## config.mk

```make
export PLATFORM = sky130hd
export DESIGN_NAME = grid_game_engine
export DESIGN_NICKNAME = d
export VERILOG_FILES = /design/src/rtl/grid_game_engine.sv
export SDC_FILE = /design/constraint.sdc
export NUM_CORES = 1
export LEC_CHECK = 0
export CAP_MARGIN = 5
export CORE_AREA = 2 2 90 92
export CTS_CLUSTER_SIZE = 14
export DETAILED_ROUTE_END_ITERATION = 10
export DIE_AREA = 0 0 92 94
export PLACE_DENSITY = 0.73
export SLEW_MARGIN = 20
export SYNTH_ARGS = -nofsm -noshare
export SYNTH_HDL_FRONTEND = slang
export SYNTH_SLANG_ARGS = --single-unit
```

## constraint.sdc

```tcl
create_clock -name clk -period 4.8 [get_ports clk]
set_input_delay 0.72 -clock clk [delete_from_list [all_inputs] [get_ports clk]]
set_output_delay 0.72 -clock clk [all_outputs]
set_load 0.005 [all_outputs]
```

## src/rtl/grid_game_engine.sv

```systemverilog
// Grid game engine: an LFSR-driven fire field, gold spawn/expiry/catch, lives and score,
// sequenced by an INIT/PLAY/PAUSE/FINISH state machine. All outputs are registers.
//
//   state  | meaning
//   INIT   | game parameters held at reset values, waiting for start
//   PLAY   | fire advances on tick, collisions and catches between ticks
//   PAUSE  | everything frozen until the next pause pulse
//   FINISH | out of lives or max score reached; start returns to INIT
module grid_game_engine #(
  parameter int               CELLS     = 9,
  parameter int               LIFE_MAX  = 3,
  parameter int               SCORE_MAX = 5,
  parameter logic [CELLS-1:0] SEED      = 9'b100110110,
  parameter logic [CELLS-1:0] TAPS      = 9'b001101000,
  parameter int               GOLD_GAP  = 3,
  parameter int               GOLD_LIFE = 1
) (
  input  logic             clk,
  input  logic             rst_n,
  input  logic             tick_i,
  input  logic             start_i,
  input  logic             pause_i,
  input  logic             super_i,
  input  logic [CELLS-1:0] box_i,
  output logic [1:0]       game_state_o,
  output logic [CELLS-1:0] fire_state_o,
  output logic [CELLS-1:0] gold_state_o,
  output logic [3:0]       life_o,
  output logic [7:0]       score_o,
  output logic             win_o,
  output logic             hit_pulse_o
);
  localparam int PW = $clog2(CELLS);
  localparam int GW = (GOLD_GAP > 1) ? $clog2(GOLD_GAP + 1) : 1;
  localparam int AW = (GOLD_LIFE > 1) ? $clog2(GOLD_LIFE) : 1;

  localparam logic [3:0]    LIFE_INIT = 4'(LIFE_MAX);
  localparam logic [7:0]    SMAX      = 8'(SCORE_MAX);
  localparam logic [GW-1:0] GAP_MAX   = GW'(GOLD_GAP);
  localparam logic [AW-1:0] AGE_LAST  = AW'(GOLD_LIFE - 1);
  localparam logic [PW-1:0] PTR_LAST  = PW'(CELLS - 1);

  typedef enum logic [1:0] {
    S_INIT   = 2'd0,
    S_PLAY   = 2'd1,
    S_FINISH = 2'd2,
    S_PAUSE  = 2'd3
  } state_t;

  state_t           state_q, state_d;
  logic [CELLS-1:0] fire_q, fire_d;
  logic [CELLS-1:0] hit_q, hit_d;
  logic [CELLS-1:0] fire_vis_q, fire_vis_d;
  logic [CELLS-1:0] gold_q, gold_d;
  logic [3:0]       life_q, life_d;
  logic [7:0]       score_q, score_d;
  logic             win_q, win_d;
  logic             pulse_q, pulse_d;
  logic [GW-1:0]    gap_q, gap_d;
  logic [AW-1:0]    age_q, age_d;
  logic [PW-1:0]    ptr_q, ptr_d;

  logic [CELLS-1:0] fire_nxt;
  logic [CELLS-1:0] hits;
  logic [5:0]       hit_cnt;
  logic [CELLS-1:0] spawn_vec;
  logic             spawn_found;
  logic [GW-1:0]    gap_inc;
  logic             load_init;

  assign fire_nxt = {fire_q[0], fire_q[CELLS-1:1]}
                  ^ ({1'b0, TAPS[CELLS-2:0]} & {CELLS{fire_q[0]}});
  // Gold cells never count as hits, and already-hit cells are masked out of fire_vis_q.
  assign hits     = box_i & fire_vis_q & ~gold_q;
  assign gap_inc  = (gap_q == GAP_MAX) ? GAP_MAX : gap_q + 1'b1;

  always_comb begin
    hit_cnt = '0;
    for (int i = 0; i < CELLS; i++) hit_cnt = hit_cnt + 6'(hits[i]);
  end

  // Two passes give a wrapping search that starts at the spawn pointer.
  always_comb begin
    spawn_found = 1'b0;
    spawn_vec   = '0;
    for (int c = 0; c < CELLS; c++) begin
      if (!spawn_found && c >= int'(ptr_q) && !fire_nxt[c]) begin
        spawn_found  = 1'b1;
        spawn_vec[c] = 1'b1;
      end
    end
    for (int c = 0; c < CELLS; c++) begin
      if (!spawn_found && c < int'(ptr_q) && !fire_nxt[c]) begin
        spawn_found  = 1'b1;
        spawn_vec[c] = 1'b1;
      end
    end
  end

  always_comb begin
    state_d   = state_q;
    fire_d    = fire_q;
    hit_d     = hit_q;
    gold_d    = gold_q;
    life_d    = life_q;
    score_d   = score_q;
    win_d     = win_q;
    pulse_d   = 1'b0;
    gap_d     = gap_q;
    age_d     = age_q;
    ptr_d     = ptr_q;
    load_init = 1'b0;
    unique case (state_q)
      S_INIT: begin
        load_init = 1'b1;
        if (start_i) state_d = S_PLAY;
      end
      S_PLAY: begin
        if (life_q == 4'd0 || score_q == SMAX) begin
          state_d = S_FINISH;
          win_d   = (score_q == SMAX);
        end else begin
          if (pause_i) state_d = S_PAUSE;
          if (tick_i) begin
            fire_d = fire_nxt;
            hit_d  = '0;
            ptr_d  = (ptr_q == PTR_LAST) ? '0 : ptr_q + 1'b1;
            if (gold_q != '0) begin
              // Early clear if the advancing fire would land on the gold cell.
              if (age_q == AGE_LAST || (fire_nxt & gold_q) != '0) begin
                gold_d = '0;
                age_d  = '0;
              end else begin
                age_d = age_q + 1'b1;
              end
            end else begin
              gap_d = gap_inc;
              if (gap_inc == GAP_MAX && spawn_found) begin
                gold_d = spawn_vec;
                gap_d  = '0;
                age_d  = '0;
              end
            end
          end else begin
            if (!super_i && hits != '0) begin
              hit_d   = hit_q | hits;
              life_d  = (hit_cnt >= {2'b00, life_q}) ? 4'd0 : life_q - hit_cnt[3:0];
              pulse_d = 1'b1;
            end
            if ((box_i & gold_q) != '0) begin
              score_d = (score_q == SMAX) ? SMAX : score_q + 8'd1;
              gold_d  = '0;
              gap_d   = '0;
              age_d   = '0;
            end
          end
        end
      end
      S_PAUSE: begin
        if (pause_i) state_d = S_PLAY;
      end
      S_FINISH: begin
        if (start_i) begin
          state_d   = S_INIT;
          load_init = 1'b1;
        end
      end
      default: state_d = S_INIT;
    endcase
    if (load_init) begin
      fire_d  = SEED;
      hit_d   = '0;
      gold_d  = '0;
      life_d  = LIFE_INIT;
      score_d = '0;
      win_d   = 1'b0;
      gap_d   = '0;
      age_d   = '0;
      ptr_d   = '0;
    end
    fire_vis_d = fire_d & ~hit_d;
  end

  always_ff @(posedge clk or negedge rst_n) begin
    if (!rst_n) begin
      state_q    <= S_INIT;
      fire_q     <= SEED;
      hit_q      <= '0;
      fire_vis_q <= SEED;
      gold_q     <= '0;
      life_q     <= LIFE_INIT;
      score_q    <= '0;
      win_q      <= 1'b0;
      pulse_q    <= 1'b0;
      gap_q      <= '0;
      age_q      <= '0;
      ptr_q      <= '0;
    end else begin
      state_q    <= state_d;
      fire_q     <= fire_d;
      hit_q      <= hit_d;
      fire_vis_q <= fire_vis_d;
      gold_q     <= gold_d;
      life_q     <= life_d;
      score_q    <= score_d;
      win_q      <= win_d;
      pulse_q    <= pulse_d;
      gap_q      <= gap_d;
      age_q      <= age_d;
      ptr_q      <= ptr_d;
    end
  end

  assign game_state_o = state_q;
  assign fire_state_o = fire_vis_q;
  assign gold_state_o = gold_q;
  assign life_o       = life_q;
  assign score_o      = score_q;
  assign win_o        = win_q;
  assign hit_pulse_o  = pulse_q;

endmodule

```

# ---- Word-level counts from Yosys, hierarchy flattened
# Index checks and enable logic that the tools add are counted.
dict set report totals {
  ff_bits 59
  inputBits 15
  output_inout_bits 34
}
dict set report op_classes {
  add_sub_neg 13
  magnitude_cmp 19
  n_eq_ne 16
  n_mux 100
  n_bitwise 10
  n_reduce_logical 86
}
# cell count
set ops {}
lappend ops {{$mux 9} 17}
lappend ops {{$mux 1} 51}
lappend ops {{$mux 8} 6}
lappend ops {{$and 9x9->9} 5}
lappend ops {{$mux 4} 11}
lappend ops {{$logic_and 1x1->1} 37}
lappend ops {{$reduce_bool 9->1} 4}
lappend ops {{$logic_not 1->1} 27}
lappend ops {{$mux 2} 13}
lappend ops {{$reduce_and 4->1} 5}
lappend ops {{$add 6x1->6} 3}
lappend ops {{$not 9->9} 2}
lappend ops {{$ge 3x4->1 const A} 4}
lappend ops {{$lt 3x4->1 const A} 4}
lappend ops {{$reduce_bool 2->1} 5}
lappend ops {{$or 9x9->9} 1}
lappend ops {{$xor 9x7->9} 1}
lappend ops {{$add 8x1->8 const B} 1}
lappend ops {{$eq 2x2->1 const B} 4}
lappend ops {{$eq 8x3->1 const B} 1}
lappend ops {{$ge 1x4->1 const A} 2}
lappend ops {{$ge 2x4->1 const A} 2}
lappend ops {{$lt 1x4->1 const A} 2}
lappend ops {{$lt 2x4->1 const A} 2}
lappend ops {{other kinds (29)} 34}

# ---- Longest topological paths before layout
dict set report logic_depth {
  depth_word 79
  ltp_mapped 17
  ltp_nobuf 17
}

# ---- Worst setup path before layout
# OpenSTA, ideal clock, no wires.
dict set report synth_timing {
  path_type {input -> register}
  startpoint {in box_i[1]}
  endpoint {reg life_q[2], in the netlist life_o[2]}
  setup_time_ns 0.072
  arrival_time_ns 4.644
  required_ns 4.728
  slack_ns 0.084
  path_stages 16
  path_cell_list {nand2_1 > or2_2 > inv_1 > fa_1 > inv_1 > fa_1 > fa_1 > fa_1 > fa_1 > inv_1 > ha_1 > a21o_1 > a21o_1 > a211oi_4 > a22oi_1 > nor2_1}
}
dict set report synth_via {
  elab_chain_cells 17
}
# element line
set synth_lines {}
lappend synth_lines {{from (decl)} 24} ;# input logic [CELLS-1:0] box_i,
lappend synth_lines {{$and 9x9->9 (*) (2 in series)} 74} ;# assign hits = box_i & fire_vis_q & ~gold_q;
lappend synth_lines {{$add 1x1->2} 79} ;# for (int i = 0; i < CELLS; i++) hit_cnt = hit_cnt + 6'(hits[i]);
lappend synth_lines {{$add 2x1->3} 79}
lappend synth_lines {{$add 3x1->4} 79}
lappend synth_lines {{$add 4x1->5} 79}
lappend synth_lines {{$add 5x1->6} 79}
lappend synth_lines {{$add 6x1->6 (3 in series)} 79}
lappend synth_lines {{$ge 6x4->1 or $sub 4x4->4 (tied branches)} 147} ;# life_d = (hit_cnt >= {2'b00, life_q}) ? 4'd0 : life_q - hit_cnt[3:0];
lappend synth_lines {{$mux 4} 147}
lappend synth_lines {{$mux 4} 145} ;# if (!super_i && hits != '0) begin
lappend synth_lines {{$mux 4} 124} ;# if (tick_i) begin
lappend synth_lines {{$mux 4} 119} ;# if (life_q == 4'd0 || score_q == SMAX) begin
lappend synth_lines {{$mux 4} 113} ;# unique case (state_q)
lappend synth_lines {{$mux 4} 170} ;# if (load_init) begin
lappend synth_lines {{to (signal assigned)} 204} ;# life_q <= life_d;
lappend synth_lines {{to (decl)} 55} ;# logic [3:0] life_q, life_d;
# Every way passes the cells marked *; elsewhere a longest branch is shown, timed or not. The select of a mux whose other input is x is not followed.
# A chain may end at the register's enable or synchronous reset.

# ---- Final worst setup path
dict set report layout_timing {
  startpoint {reg fire_vis_q[1], in the netlist fire_state_o[1]}
  endpoint {reg life_q[0], in the netlist life_o[0]}
}
dict set report layout_via {
  elab_chain_cells 17
}
# element line
set layout_lines {}
lappend layout_lines {{from (decl)} 53} ;# logic [CELLS-1:0] fire_vis_q, fire_vis_d;
lappend layout_lines {{from (signal assigned)} 202} ;# fire_vis_q <= fire_vis_d;
lappend layout_lines {{$and 9x9->9 (*) (2 in series)} 74}
lappend layout_lines {{$add 1x1->2} 79}
lappend layout_lines {{$add 2x1->3} 79}
lappend layout_lines {{$add 3x1->4} 79}
lappend layout_lines {{$add 4x1->5} 79}
lappend layout_lines {{$add 5x1->6} 79}
lappend layout_lines {{$add 6x1->6 (3 in series)} 79}
lappend layout_lines {{$ge 6x4->1 or $sub 4x4->4 (tied branches)} 147}
lappend layout_lines {{$mux 4} 147}
lappend layout_lines {{$mux 4} 145}
lappend layout_lines {{$mux 4} 124}
lappend layout_lines {{$mux 4} 119}
lappend layout_lines {{$mux 4} 113}
lappend layout_lines {{$mux 4} 170}
# Marked as above.

==> impl_metrics.csv <==
group,metric,value,unit
floorplanning,start_util,0.492,
timing,max_slew_margin_vs_limit,0.510,
setup_path,crit_end_category,"flop",
setup_path,worst_setup_path_start_kind,"flop",
synthesis,post_synth_num_cell_types,70,
floorplanning,die_w,92,um
detailed_routing,postRouteWirelength,10300,um
detailed_routing,num_vias,3313,
floorplanning,num_io_pins,49,
global_routing,gr-usage-all-layers,0.249,
place,port-buffer-count,48,
global_routing,wire_length_of_the_first_global_routing_pass,16400,um
layout,layout.filler_cells,656,
global_routing,grt_max_degree,60,
clock_tree,clock_tree.buffer_depth,2,
synthesis,portion_of_the_post_synthesis_area_used_by_sequential_elements,0.398,
detailed_routing,detail-route-antenna-nets,0,
global_routing,number_of_antenna_violations_at_the_first_check_in_global_routing,0,
timing,worst_slew_pin_slew,0.735,ns
clock_tree,cts_tree,"done",
synthesis,ys_ff_latch,59,
synthesis,synth_fp_nets,436,
layout,highest_count_cells_in_the_layout_ignoring_fill_and_taps,"sky130_fd_sc_hd__dfrtp_1 (47), sky130_fd_sc_hd__clkdlybuf4s50_1 (44), sky130_fd_sc_hd__nor2_1 (36), sky130_fd_sc_hd__nand2_1 (34), sky130_fd_sc_hd__a21oi_1 (30)",
timing,fmax,0.221,GHz
layout,finalNetCount,496,
place,place_inst,548,
power_and_ir_drop,peakVddDrop,361,uV
timing,setup-violations-final,0,
global_routing,grt-ovfl-total,0,
clock_tree,cts_inserted_buffers,9,
setup_path,critPathArrivalTime,4.79,ns
layout,layoutNonFillerInstCount,567,
status,status,"finished clean",
timing,final_number_of_hold_violating_endpoints,0,
floorplanning,die-area,8650,um2
setup_path,worstPathMaxFanout,4,
setup_path,crit_type,"flop to flop",
run,max-cap-violations,0,
clock_tree,numClockSinks,59,
clock_tree,worst_setup_hold_path_clk_slew,0.07,ns
detailed_routing,post-route-drc-count,0,
clock_tree,clk_latency,0.34,ns
synthesis,most_used_flip_flop_cell_after_synthesis,"sky130_fd_sc_hd__dfrtp_1",
timing,final-max-slew-violation-count,0,
place,post-dp-hpwl,7490,um
layout,diodes,0,
clock_tree,cts_hold_repair.buffers,0,
timing,final_clock_period_utilization_by_the_worst_path,0.941,
synthesis,syn-cell-area,3740,um2
synthesis,synth_edf_count,0,
floorplanning,die-height,94,um
place,finalWeightedCongestion,0.935,
detailed_routing,detailedRoute.firstPassIterationCount,5,
setup_path,worst_ep_required_time,5.08,ns
floorplanning,placeableCoreArea,7610,um2
synthesis,synth_largest_area_cell,"sky130_fd_sc_hd__dfrtp_1",
global_routing,first_global_vias,3188,
detailed_routing,drt-initial-drc-count,312,
floorplanning,fp-row-count,32,
worst_hold_path,hold_path.class,"flop to flop",
layout,layout_cell_share_with_drive_strength_beyond_1,0.155,
timing,skew,0.0120,ns
detailed_routing,via_per_inst,5.84,
synthesis,postSynth.asyncResetShare,1.00,
synthesis,postSynthAreaPerCell,9.36,um2
timing,rsz_0062_raised_after_global_routing,"false",
clock_tree,cts_h_tree_lvls,3,
timing,finalHoldWorstSlack,0.495,ns
detailed_routing,routed_wire_length_per_instance,18.1,um
synthesis,synth_largest_type_area_fraction,0.314,
power_and_ir_drop,powerDensity,772,nW/um2
layout,syn2layout_area_growth,23.8,%
timing,timing.final.ws_setup,0.285,ns
clock_tree,clockRootBuffer,"sky130_fd_sc_hd__clkbuf_8",
synthesis,synthesis.yosys.warnings,0,
timing,post-route-min-period,4.52,ns
timing,post_route_setup_tns,0,ns
worst_hold_path,hold_path_depth,1,
place,place_worst_setup_slack,-0.515,ns
setup_path,rr_worst_depth,16,
synthesis,synth_cells,400,
layout,layout.cells.most_common,"sky130_fd_sc_hd__dfrtp_1",
power_and_ir_drop,total_power,0.00358,W
power_and_ir_drop,p_leak,2.00,nW
synthesis,synth.top_cells.by_area,"sky130_fd_sc_hd__dfrtp_1 (31%), sky130_fd_sc_hd__dfstp_2 (8.4%), sky130_fd_sc_hd__ha_1 (5.0%), sky130_fd_sc_hd__a21oi_1 (4.0%), sky130_fd_sc_hd__nor2_1 (3.6%)",
-- report_power, final --
group	leakage [nW]	switching [W]	internal, W
registers	0.750	0.000259	0.000710
clock network	0.0915	0.000208	0.000216
logic	1.15	0.00112	0.00106
total	2.00	0.00159	0.00199
-- registers in the layout, summed over array words and instances (netlist names) --
register / count
life_o: 4
fire_q: 9
gold_state_o: 9
hit_q: 9
fire_state_o: 9
game_state_o: 2
gap_q: 2
score_o: 8
win_o: 1
age_q: 1
hit_pulse_o: 1
ptr_q: 4
-- metrics by stage --
step	util	area (um2)
after detailed placement	0.576	4380
final	0.609	4630
after floorplan	-	3740
after global routing	0.609	4630
after CTS	0.601	4570
after global placement	0.576	4380
-- critical path, stage by stage (launching register included) --
cell and delay (ns):
sky130_fd_sc_hd__dfstp_2 0.57, sky130_fd_sc_hd__nand2_1 0.06, sky130_fd_sc_hd__or2_4 0.24, sky130_fd_sc_hd__inv_2 0.05
sky130_fd_sc_hd__fa_1 0.40, sky130_fd_sc_hd__inv_1 0.08, sky130_fd_sc_hd__fa_1 0.43, sky130_fd_sc_hd__fa_1 0.52
sky130_fd_sc_hd__fa_2 0.40, sky130_fd_sc_hd__fa_1 0.59, sky130_fd_sc_hd__inv_2 0.06, sky130_fd_sc_hd__ha_4 0.21
sky130_fd_sc_hd__a21o_1 0.15, sky130_fd_sc_hd__a21o_1 0.18, sky130_fd_sc_hd__a211oi_4 0.30, sky130_fd_sc_hd__inv_1 0.08
sky130_fd_sc_hd__o21ai_1 0.14
-- path summary, 6_finish.rpt --
check	startpoint	to	slack, ns
max	fire_state_o[1]	life_o[0]	0.28
min	hit_q[5]	hit_q[5]	0.49
max reg2reg	fire_state_o[1]	life_o[0]	0.28
min reg2reg	hit_q[5]	hit_q[5]	0.49
max in group asynchronous	rst_n	gap_q[1]	3.79
min in group asynchronous	rst_n	score_o[5]	0.51
-- cell type report --
| type | instances | area [um2] | share of cell area |
|---|---|---|---|
| inverter | 24 | 90.1 | 0.0194 |
| tap | 102 | 128 | 0.0275 |
| timing repair buffer | 67 | 626 | 0.135 |
| multi-input combinational | 299 | 2110 | 0.455 |
| sequential | 59 | 1490 | 0.322 |
| clock buffer | 11 | 151 | 0.0327 |
| clock inverter | 5 | 37.5 | 0.00810 |
-- timing repair --
item / in CTS / in global routing
pin swaps: 3 / 10
setup endpoints to repair: 4 / 4
gates resized for setup: 1 / 11
buffers inserted: 0 / 3
endpoints found under the hold margin: 0 / 0
-- Yosys cell counts (3+ instances only) --
master / instances
sky130_fd_sc_hd__dfstp_2: 12
sky130_fd_sc_hd__inv_1: 24
sky130_fd_sc_hd__xor2_1: 7
sky130_fd_sc_hd__ha_1: 15
sky130_fd_sc_hd__and4_1: 3
sky130_fd_sc_hd__a211oi_1: 3
sky130_fd_sc_hd__nand2b_1: 5
sky130_fd_sc_hd__or3_1: 4
sky130_fd_sc_hd__o21ai_1: 4
sky130_fd_sc_hd__o21a_1: 11
sky130_fd_sc_hd__nor2b_1: 11
sky130_fd_sc_hd__mux2i_1: 7
sky130_fd_sc_hd__nand3b_1: 8
sky130_fd_sc_hd__o21ai_0: 16
sky130_fd_sc_hd__dfrtp_1: 47
sky130_fd_sc_hd__nor2_1: 36
sky130_fd_sc_hd__and3_1: 3
sky130_fd_sc_hd__buf_2: 7
sky130_fd_sc_hd__o41ai_1: 5
sky130_fd_sc_hd__xnor2_1: 7
sky130_fd_sc_hd__a22oi_1: 5
sky130_fd_sc_hd__nor3_1: 9
sky130_fd_sc_hd__a21o_1: 5
sky130_fd_sc_hd__fa_1: 6
sky130_fd_sc_hd__clkbuf_1: 9
sky130_fd_sc_hd__a31oi_1: 5
sky130_fd_sc_hd__nand2_1: 34
sky130_fd_sc_hd__nand3_1: 10
sky130_fd_sc_hd__or4_1: 3
sky130_fd_sc_hd__a21oi_1: 30
-- cells by family (layout without fill, tap and decap cells) --
group,after synthesis,in the layout,share of synthesized area
compound gates,111,111,0.208
fa+ha+maj,21,21,0.0822
mux,8,8,0.0217
buf+inv,42,107,0.0475
simple gates,145,145,0.210
xor+xnor,14,14,0.0328
flops,59,59,0.398
-- routing by layer --
metal	vias up	share of wire	track usage
met1	1598	0.45	0.347
met2	142	0.46	0.381
met4	0	0.019	0.0945
li1	1557	-	-
met5	-	0	0
met3	16	0.073	0.0546
Power figures use the tool's default switching activity.
